**config.mk**
```make
export PLATFORM = sky130hd
export DESIGN_NAME = fetch_pc_unit
export DESIGN_NICKNAME = d
export VERILOG_FILES = /design/src/rtl/fetch_pc_unit.sv
export SDC_FILE = /design/constraint.sdc
export NUM_CORES = 1
export LEC_CHECK = 0
export CAP_MARGIN = 30
export CORE_UTILIZATION = 42
export CTS_CLUSTER_DIAMETER = 50
export CTS_CLUSTER_SIZE = 24
export DETAILED_ROUTE_END_ITERATION = 7
export PLACE_DENSITY = 0.87
export SLEW_MARGIN = 20
export SYNTH_ARGS = -nofsm -noshare
export SYNTH_HDL_FRONTEND = slang
export SYNTH_SLANG_ARGS = --single-unit
export TNS_END_PERCENT = 10
```
**constraint.sdc**
```tcl
create_clock -name clk -period 2.2 [get_ports clk]
set_input_delay 0.33 -clock clk [delete_from_list [all_inputs] [get_ports clk]]
set_output_delay 0.33 -clock clk [all_outputs]
set_load 0.05 [all_outputs]
```
**src/rtl/fetch_pc_unit.sv**
```systemverilog
// Fetch-stage PC register with next-PC selection for branches, jumps,
// exception entry and eret, plus the branch-likely delay-slot annul.
module fetch_pc_unit #(
  parameter int                ADDR_W   = 32,
  parameter logic [ADDR_W-1:0] RESET_PC = 32'h0000_3000,
  parameter logic [ADDR_W-1:0] EXC_PC   = 32'h0000_4180
) (
  input  logic              clk,
  input  logic              reset,
  input  logic              stall_i,
  input  logic [3:0]        npc_op,
  input  logic [ADDR_W-1:0] d_pc,
  input  logic [25:0]       imm26,
  input  logic [ADDR_W-1:0] rs_val,
  input  logic [ADDR_W-1:0] rt_val,
  input  logic              exc_req,
  input  logic              eret_req,
  input  logic [ADDR_W-1:0] epc,
  output logic [ADDR_W-1:0] pc_o,
  output logic              flush_d_o,
  output logic              taken_o,
  output logic              misalign_o
);

  localparam logic [3:0] OP_BEQ  = 4'd1;
  localparam logic [3:0] OP_BNE  = 4'd2;
  localparam logic [3:0] OP_BLEZ = 4'd3;
  localparam logic [3:0] OP_BGTZ = 4'd4;
  localparam logic [3:0] OP_BLTZ = 4'd5;
  localparam logic [3:0] OP_BGEZ = 4'd6;
  localparam logic [3:0] OP_J    = 4'd7;
  localparam logic [3:0] OP_JR   = 4'd8;
  localparam logic [3:0] OP_BEQL = 4'd9;
  localparam logic [3:0] OP_BNEL = 4'd10;

  localparam logic [ADDR_W-1:0] PC_STEP   = ADDR_W'(32'd4);
  localparam logic              RESET_MIS = |RESET_PC[1:0];

  logic [ADDR_W-1:0] r_pc;
  logic              r_misalign;
  logic [ADDR_W-1:0] w_boff;
  logic [ADDR_W-1:0] w_btgt;
  logic [ADDR_W-1:0] w_jtgt;
  logic [ADDR_W-1:0] w_tgt;
  logic [ADDR_W-1:0] w_npc;
  logic              w_rs_neg;
  logic              w_rs_zero;
  logic              w_eq;
  logic              w_cond;
  logic              w_likely;
  logic              w_taken;
  logic              w_flush;

  // Branch condition and target for the instruction currently in D.
  always_comb begin
    w_boff    = {{(ADDR_W-18){imm26[15]}}, imm26[15:0], 2'b00};
    w_btgt    = d_pc + PC_STEP + w_boff;
    w_jtgt    = {d_pc[ADDR_W-1:28], imm26, 2'b00};
    w_rs_neg  = rs_val[ADDR_W-1];
    w_rs_zero = (rs_val == {ADDR_W{1'b0}});
    w_eq      = (rs_val == rt_val);
    w_cond    = 1'b0;
    w_likely  = 1'b0;
    w_tgt     = w_btgt;
    case (npc_op)
      OP_BEQ:  w_cond = w_eq;
      OP_BNE:  w_cond = ~w_eq;
      OP_BLEZ: w_cond = w_rs_neg | w_rs_zero;
      OP_BGTZ: w_cond = ~w_rs_neg & ~w_rs_zero;
      OP_BLTZ: w_cond = w_rs_neg;
      OP_BGEZ: w_cond = ~w_rs_neg;
      OP_J: begin
        w_cond = 1'b1;
        w_tgt  = w_jtgt;
      end
      OP_JR: begin
        w_cond = 1'b1;
        w_tgt  = rs_val;
      end
      OP_BEQL: begin
        w_cond   = w_eq;
        w_likely = 1'b1;
      end
      OP_BNEL: begin
        w_cond   = ~w_eq;
        w_likely = 1'b1;
      end
      default: w_cond = 1'b0;
    endcase
  end

  // Redirect priority: exception, eret, stall hold, taken transfer, sequential.
  always_comb begin
    w_taken = ~reset & w_cond & ~stall_i & ~exc_req & ~eret_req;
    w_flush = ~reset & (exc_req | eret_req | (w_likely & ~w_cond & ~stall_i));
    if (exc_req) begin
      w_npc = EXC_PC;
    end else if (eret_req) begin
      w_npc = epc;
    end else if (stall_i) begin
      w_npc = r_pc;
    end else if (w_taken) begin
      w_npc = w_tgt;
    end else begin
      w_npc = r_pc + PC_STEP;
    end
  end

  // PC register; misalign is registered alongside so it always tracks pc_o.
  always_ff @(posedge clk or posedge reset) begin
    if (reset) begin
      r_pc       <= RESET_PC;
      r_misalign <= RESET_MIS;
    end else begin
      r_pc       <= w_npc;
      r_misalign <= |w_npc[1:0];
    end
  end

  assign pc_o       = r_pc;
  assign misalign_o = r_misalign;
  assign taken_o    = w_taken;
  assign flush_d_o  = w_flush;

endmodule

```
==> results by group, run 1 <==
Die
  • DIE AREA: 12880 sq um
  • Die height: between 100 and 150 um
  • Starting Density: around 43%
  • FP Rows: 40
  • Top-Level Pins: roughly 200
  • Die X: 113.5 um
  • Core area: 12060 sq um

Synthesis
  • Ys flop type: dfrtp_1
  • Post-synth ARST share: 100.0%
  • Largest cells by area after synthesis: dfrtp_1 15%, ha_1 14%, xor2_1 7.7%, a21oi_1 6.0%, nand2_1 3.7%
  • Mapped cell area: 5219 sq um
  • Average size of a mapped cell: 7.608 sq um
  • Sequential fraction of the synthesis area: 15.87%
  • Simple-gate share of the synthesized area: 21.27%
  • EDFF count, synth: 0
  • Compound-cell area share of the yosys netlist: 31.72%
  • Post-Syn Nets: 908
  • Mux contribution to synthesized area: approximately 1.2%
  • Synth unique cells: 70
  • Syn Inst Count: around 690
  • Register bit total from synthesis: 33
  • Post-synth top cells: 63 x a21oi_1, 58 x ha_1, 51 x nand2_1
  • Yosys Warn Count: 0
  • Adder and majority gate portion of the synthesized area: 14.29%
  • Post-synth top area share: around 15%
  • Largest family of logic cells by synthesized area: compound AO/OA/AOI/OAI gates
  • Synth area leader: dfrtp_1
  • Top-count cell post-synth: a21oi_1
  • Post-synthesis xor/xnor area fraction: 10.57%

STA
  • Fin. max-slew vios: 0
  • Unrepaired setup endpoints after global routing: true
  • Rel. slew slack: 56.99%
  • Worst hold slack: slightly below 0.6 ns
  • Setup violations, final: 35
  • Worst Max-Slew Pin Slew: 0.6427 ns
  • Final-report hold violation count: 0
  • Layout Skew: between 0.008 and 0.009 ns
  • Maximum clock rate: 347.7 MHz
  • Fin crit share: 130.7%
  • Final WS setup: -0.6761 ns
  • Fin crit period: 2.876 ns

Finish
  • Share of cells above drive strength 1: 38.08%
  • Final #Nets: 1295
  • Ant. Diodes: 0
  • Synthesis-to-finish area growth: 91.32%

Setup path
  • Crit path DAT: ~3 ns
  • Crit-path max FO: 4
  • CP endpoint kind: flop
  • WP data required: 2.41 ns
  • Critical Path Start Type: input port
  • Reg2Reg Depth: 10
  • Setup Crit Path Kind: input port to flop

Route
  • Routed WL: 28090 um
  • Number of remaining DRC errors: 0
  • Pre-antenna DRT Iters: 6
  • Post-route ant nets: 0
  • Starting DRT DRC Count: 1074
  • Via count: 8025
  • Vias/cell: approximately 6.5
  • Drt wl/cell: 22.62 um

Min path
  • HP Class: input port to flop
  • Hold path depth: 5

Clock network
  • Reg clk slew, reported paths: 0.06 ns
  • CTS tree: done
  • CTS buffer count: 5
  • Max Root-Sink Buffers: 2
  • Worst skew pair latency: between 0.2 and 0.3 ns
  • CTS Hold Bufs: 0
  • CTS root buf: clkbuf_16
  • H-tree depth: 2
  • Clk sink count: 33

GRT
  • Largest net degree at the start of global routing: 34
  • Global-route wire length before repair: ~42000 um
  • Number of global-route vias before repair: 7967
  • Antenna violations before repair: 0
  • Met1 Usage GRT: 48.45%
  • Overflow after GRT: 0
  • Grt met2 use: 69.39%
  • Gr usage total: 41.74%
  • Routing usage on met3: about a tenth
  • GRT busiest layer: met2

Power and ir drop
  • Pwr Total: 3.922 mW
  • Max VDD drop: approximately 0.00033 V
  • Pwr/cell area: 392.8 nW/um^2
  • Leak Pwr: 4.217 nW

Outcome
  • Failing checks: setup timing
  • Status: finished, violations left

Place
  • HPWL after DPL: 19360 um
  • IO Port Bufs: 197
  • Global placement routability congestion: 1.004

Run
  • Max-cap viol count: 0
==> state kept, by name, summed over array words and instances, names as in the netlist <==
register and count:
pc_o 32, misalign_o 1
==> kinds of logic (layout without fill, tap and decap cells) <==
kind of cell | after synthesis | after routing
AOI/OAI and AO/OA | 243 | 243
xor gates and xnor gates | 63 | 63
adders and majority gates | 59 | 59
buffers and inverters | 62 | 450
DFF | 33 | 33
muxes | 6 | 6
and+or+nand+nor | 220 | 220
==> routing by layer <==
layer	part of all wire (%)	vias to the layer above
met5	0	-
met4	8.1	0
met3	11	234
met2	45	715
met1	35	3685
li1	-	3391
==> worst paths after layout <==
path | start | to | slack [ns]
min in group asynchronous | reset | pc_o[29]$_DFFE_PP0P_ | 0.74
hold / removal | rs_val[30] | pc_o[30]$_DFFE_PP0P_ | 0.59
setup reg to reg | pc_o[3]$_DFFE_PP0P_ | pc_o[31]$_DFFE_PP0P_ | -0.22
max in group asynchronous | reset | pc_o[13]$_DFFE_PP1P_ | 1.10
setup / recovery | imm26[13] | pc_o[31]$_DFFE_PP0P_ | -0.68
hold reg to reg | pc_o[20]$_DFFE_PP0P_ | pc_o[20]$_DFFE_PP0P_ | 0.68
==> critical path, stage by stage <==
cell and delay (ns):
dlygate4sd2_1 0.27, ha_4 0.26, ha_4 0.27, buf_4 0.14, nand3_2 0.12, nor2_2 0.21, a22o_1 0.21, a21o_1 0.18
a41oi_2 0.17, buf_4 0.18, o31a_1 0.32, o21ai_2 0.20, nand4_1 0.12, o211ai_1 0.11
==> where the power goes <==
group	switching [mW]	internal (mW)	total (mW)
clock network	0.275	0.416	0.691
registers	0.0468	0.652	0.698
logic	1.32	1.21	2.53
total	1.64	2.28	3.92
==> stage by stage <==
stage               TNS [ns]  instance area [sq um]  util (%)  instances  worst slack (ns)
detailed placement    -41.32                   8838     73.28       1207            -1.359
global route          -23.68                   9985     82.78       1242           -0.7923
floorplan             -8.556                   5338         -        686           -0.4704
CTS                   -12.03                   9817     81.39       1236           -0.5296
finish                -18.94                   9985     82.78       1242           -0.6761
global placement      -40.13                   8838     73.28       1207            -1.288
==> layout by cell type, fill, tap and decap left out, types with 9 or more instances in the layout <==
| cell type | instances |
|---|---|
| nor2_1 | 42 |
| dlygate4sd2_1 | 49 |
| xnor2_1 | 16 |
| a221oi_1 | 9 |
| nand4_1 | 14 |
| xor2_1 | 36 |
| o21ai_1 | 12 |
| nor3_1 | 16 |
| a21o_1 | 12 |
| clkdlybuf4s15_1 | 12 |
| and3_1 | 18 |
| buf_2 | 19 |
| a22oi_1 | 18 |
| ha_4 | 37 |
| a21oi_1 | 46 |
| clkdlybuf4s50_1 | 97 |
| buf_6 | 17 |
| buf_4 | 201 |
| nand2_1 | 48 |
| o21ai_0 | 19 |
| o211ai_1 | 21 |
| inv_1 | 22 |
| dfrtp_1 | 31 |
| ha_1 | 20 |
| clkdlybuf4s15_2 | 13 |
| xor2_2 | 10 |
| a21oi_2 | 16 |
| nand3_1 | 18 |
==> layout make-up <==
class | count | area [sq um]
Sequential cell | 33 | 828.3
Tap cell | 168 | 210.2
Inverter | 28 | 112.6
Fill cell | 643 | 2077
Timing Repair inverter | 1 | 11.26
Timing Repair Buffer | 413 | 3557
Multi-Input combinational cell | 591 | 5126
Clock inverter | 2 | 10.01
Clock buffer | 6 | 128.9
==> repair_timing <==
item                       in CTS  in global routing
setup endpoints to repair      35                 35
resized for setup             349                 27
pin swaps                     106                 22
gates cloned                    1                  0
setup buffers                  20                  6
(Power assumes the default switching activity.)
==> run 2, diff against run 1 <==
- CORE_ASPECT_RATIO: unset -> 0.7
- SKIP_LAST_GASP: unset -> 1
==> run 2 against run 1 <==
  * Maximum frequency shrank 2.6%
  * Via count grew 5.8%
  * Clock power increased by 24%
  * The flow finishes with violations (DRC, setup timing)
  * Non-clock buffer count is 6 higher
  * Core utilization up 2.6 points
  * Sequential power is essentially flat
  * First-iteration DRC count grew 28%
  * Worst hold slack got worse by 0.020 ns
  * Flip-flop and latch count stayed put
  * Worst setup slack got worse by 0.077 ns
  * Clock skew is 0.0018 ns higher
==> results by group, run 2 (synthesis gave the netlist of run 1 again) <==
STA
  • Fin crit share: 134.2% (+3.5 points)
  • Final-report hold violation count: 0 (unchanged)
  • Fin. max-slew vios: 0 (unchanged)
  • Total negative slack: -19.26 ns (-0.3180 ns)
  • Final WS setup: -0.7530 ns (-0.07684 ns)
  • Rel. slew slack: 34.94% (-22 points)
  • Setup violations, final: 35 (unchanged)
  • Worst Max-Slew Pin Slew: 0.9723 ns (+0.3296 ns)
  • Maximum clock rate: 338.6 MHz (-2.6%)
  • Fin crit period: 2.953 ns (+0.07684 ns)
  • Unrepaired setup endpoints after global routing: true
  • Layout Skew: 0.01021 ns (+0.001792 ns)

Run
  • Max-cap viol count: 0 (unchanged)

Route
  • Via count: 8491 (+5.8%)
  • Drt wl/cell: 26.73 um (+18%)
  • Starting DRT DRC Count: 1377 (+28%)
  • Vias/cell: 6.870 (+6.3%)
  • Number of remaining DRC errors: 1 (+1)
  • Routed WL: 33030 um (+18%)
  • Post-route ant nets: 0 (unchanged)
  • Pre-antenna DRT Iters: 8 (+2)

Setup path
  • WP data required: 2.40 ns (about the same)
  • Critical Path Start Type: input port
  • Crit-path max FO: 5 (+1)
  • Origin of the critical flop-to-flop path: pc_o[2]$_DFFE_PP0P_
  • CP Capture Point: pc_o[20]$_DFFE_PP0P_
  • Reg2Reg Depth: 11 (+1)
  • Crit path DAT: 3.16 ns (+0.08 ns)
  • Critical Path Source: d_pc[16]
  • R2R Setup Slk: -0.36 ns (-0.14 ns)
  • Setup Crit Path Kind: input port to flop
  • Largest stage delay, worst path: 0.75 ns (+0.43 ns)
  • Cell Chain, Critical Path: dlygate4sd2_1, ha_4, ha_4, nand2_2, buf_4, nor2_1, a31oi_4, o21bai_2, buf_4, xor2_1, a21oi_1, a21oi_1
  • RR Endpoint: pc_o[24]$_DFFE_PP0P_
  • CP max-delay cell: nor2_1
  • CP endpoint kind: flop

Outcome
  • Failing checks: DRC, setup timing
  • Status: finished, violations left

GRT
  • Routing usage on met3: 14.30% (+4.7 points)
  • Met1 Usage GRT: 54.08% (+5.6 points)
  • Grt met2 use: 75.60% (+6.2 points)
  • GRT busiest layer: met2
  • Global-route wire length before repair: 45280 um (+8.4%)
  • Number of global-route vias before repair: 8220 (+3.2%)
  • Gr usage total: 47.41% (+5.7 points)
  • Largest net degree at the start of global routing: 34 (unchanged)
  • Antenna violations before repair: 0 (unchanged)
  • Overflow after GRT: 0 (unchanged)

Clock network
  • Clk sink count: 33 (unchanged)
  • CTS buffer count: 5 (unchanged)
  • Worst skew pair latency: 0.29 ns (about the same)
  • CTS Hold Bufs: 0 (unchanged)
  • H-tree depth: 2 (unchanged)
  • CTS tree: done
  • Max Root-Sink Buffers: 2 (unchanged)
  • Reg clk slew, reported paths: 0.06 ns (about the same)
  • CTS root buf: clkbuf_16

Die
  • Starting Density: 43.89% (+0.62 points)
  • Top-Level Pins: 198 (unchanged)
  • Core area: 11890 sq um (-1.4%)
  • Die height: 95.26 um (-16%)
  • FP Rows: 33 (-18%)
  • DIE AREA: 12880 sq um (about the same)
  • Die X: 135.2 um (+19%)

Finish
  • Post-route cell area: 10150 sq um (+1.6%)
  • Max reg flops: 32 (unchanged)
  • Ant. Diodes: 0 (unchanged)
  • Fillcell total: 551 (-14%)
  • Share of cells above drive strength 1: 41.15% (+3.1 points)
  • Most frequent cells in the layout: 207 x buf_4, 89 x clkdlybuf4s50_1, 50 x nand2_1, 50 x a21oi_1, 46 x ha_4
  • Final #Nets: 1300 (+0.39%)
  • Synthesis-to-finish area growth: 94.44%
  • Commonest non-fill, non-tap cell in the layout: buf_4

Power and ir drop
  • Internal: 2.452 mW (+7.5%)
  • Flop pwr share: 16.6% (-1.2 points)
  • Sw frac: 41.81% (about the same)
  • Max VDD drop: 0.0003337 V (+2.3%)
  • Pwr/cell area: 415.2 nW/um^2 (+5.7%)
  • Total net switching power: 1.762 mW (+7.3%)
  • Logic pwr share: 63.1% (-1.5 points)
  • Clock network power share: 20.3% (+2.7 points)
  • Pwr Total: 4.214 mW (+7.4%)
  • Leak Pwr: 4.290 nW (+1.7%)

Place
  • DP Area: 8807 sq um (-0.35%)
  • HPWL after DPL: 19400 um (+0.18%)
  • Global placement routability congestion: 0.9435 (-6.0%)
  • IO Port Bufs: 197 (unchanged)

Min path
  • HP Class: input port to flop
  • Min-Delay Startpoint: rs_val[21]
-- run 2: cell types whose count changed in the layout (fill, tap and decap cells not counted), moves of 8 or more --
cell / delta
clkbuf_2: +11
ha_4: +9
clkdlybuf4s15_2: -9
ha_1: -10
buf_6: +10
buf_2: +13
clkdlybuf4s50_1: -8
dlygate4sd2_1: -16
-- run 2: worst min path at each step --
stage / endpoint / slack [ns] / depth (start not counted)
6_report: pc_o[21]$_DFFE_PP0P_ / 0.57 / 4
5_1_grt: pc_o[21]$_DFFE_PP0P_ / 0.62 / 4
4_1_cts: pc_o[21]$_DFFE_PP0P_ / 0.57 / 4
3_5_place_dp: pc_o[3]$_DFFE_PP0P_ / 0.68 / 2
3_3_place_gp: pc_o[20]$_DFFE_PP0P_ / 0.63 / 2
2_1_floorplan: pc_o[12]$_DFFE_PP1P_ / 0.44 / 2
-- run 2: what timing repair did --
| item | CTS | global route |
|---|---|---|
| resized for setup | 418 | 65 |
| pin swaps | 119 | 19 |
| setup endpoints to repair | 35 | 35 |
| buffers inserted | 31 | 4 |
-- run 2: worst max-delay path: cells and delay by family --
kind | cells | cell delay [ns]
adder cells (fa/ha/maj) | 2 | 0.57
XOR/XNOR | 1 | 0.17
buffers and inverters | 3 | 0.56
AO/OA/AOI/OAI | 4 | 0.70
AND/OR/NAND/NOR | 2 | 0.82
-- run 2: final cells by class --
class | instances | area [sq um] | area share (%)
inverters | 28 | 112.6 | 1.110
clock buffers | 7 | 142.6 | 1.406
multi-input cells | 591 | 5314 | 52.37
clock inverters | 1 | 30.03 | 0.2959
flip-flops and latches | 33 | 828.3 | 8.163
well taps | 157 | 196.4 | 1.936
repair buffers | 419 | 3523 | 34.72
-- run 2: power groups by stage --
stage	registers (mW)	logic [mW]	clock network, mW
2_1_floorplan	0.854	0.834	0
3_3_place_gp	0.703	1.97	0
3_5_place_dp	0.704	2.02	0
4_1_cts	0.695	2.30	0.843
5_1_grt	0.704	2.74	0.878
6_report	0.701	2.66	0.855
-- run 2: routing by layer --
layer	vias to the layer above	wire length, um
met5	-	108
met4	4	3365
met1	3800	10770
met2	945	13540
li1	3399	-
met3	343	5249
-- run 2: stage by stage --
step           utilization [%]  hold slack (ns)  worst slack (ns)  instances
6_report                 85.33           0.5712           -0.7530       1236
5_1_grt                  85.33           0.6213           -0.8453       1236
4_1_cts                  83.87           0.5667           -0.3998       1233
3_5_place_dp             74.06           0.6827            -1.359       1194
3_3_place_gp             74.06           0.6325            -1.209       1194
2_1_floorplan                -           0.4356           -0.4704        686
==> run 3, diff against run 2 <==
- CAP_MARGIN: 30 -> unset
==> results of run 3 <==
No change in the layout: final DEF, timing and power equal those of run 2.
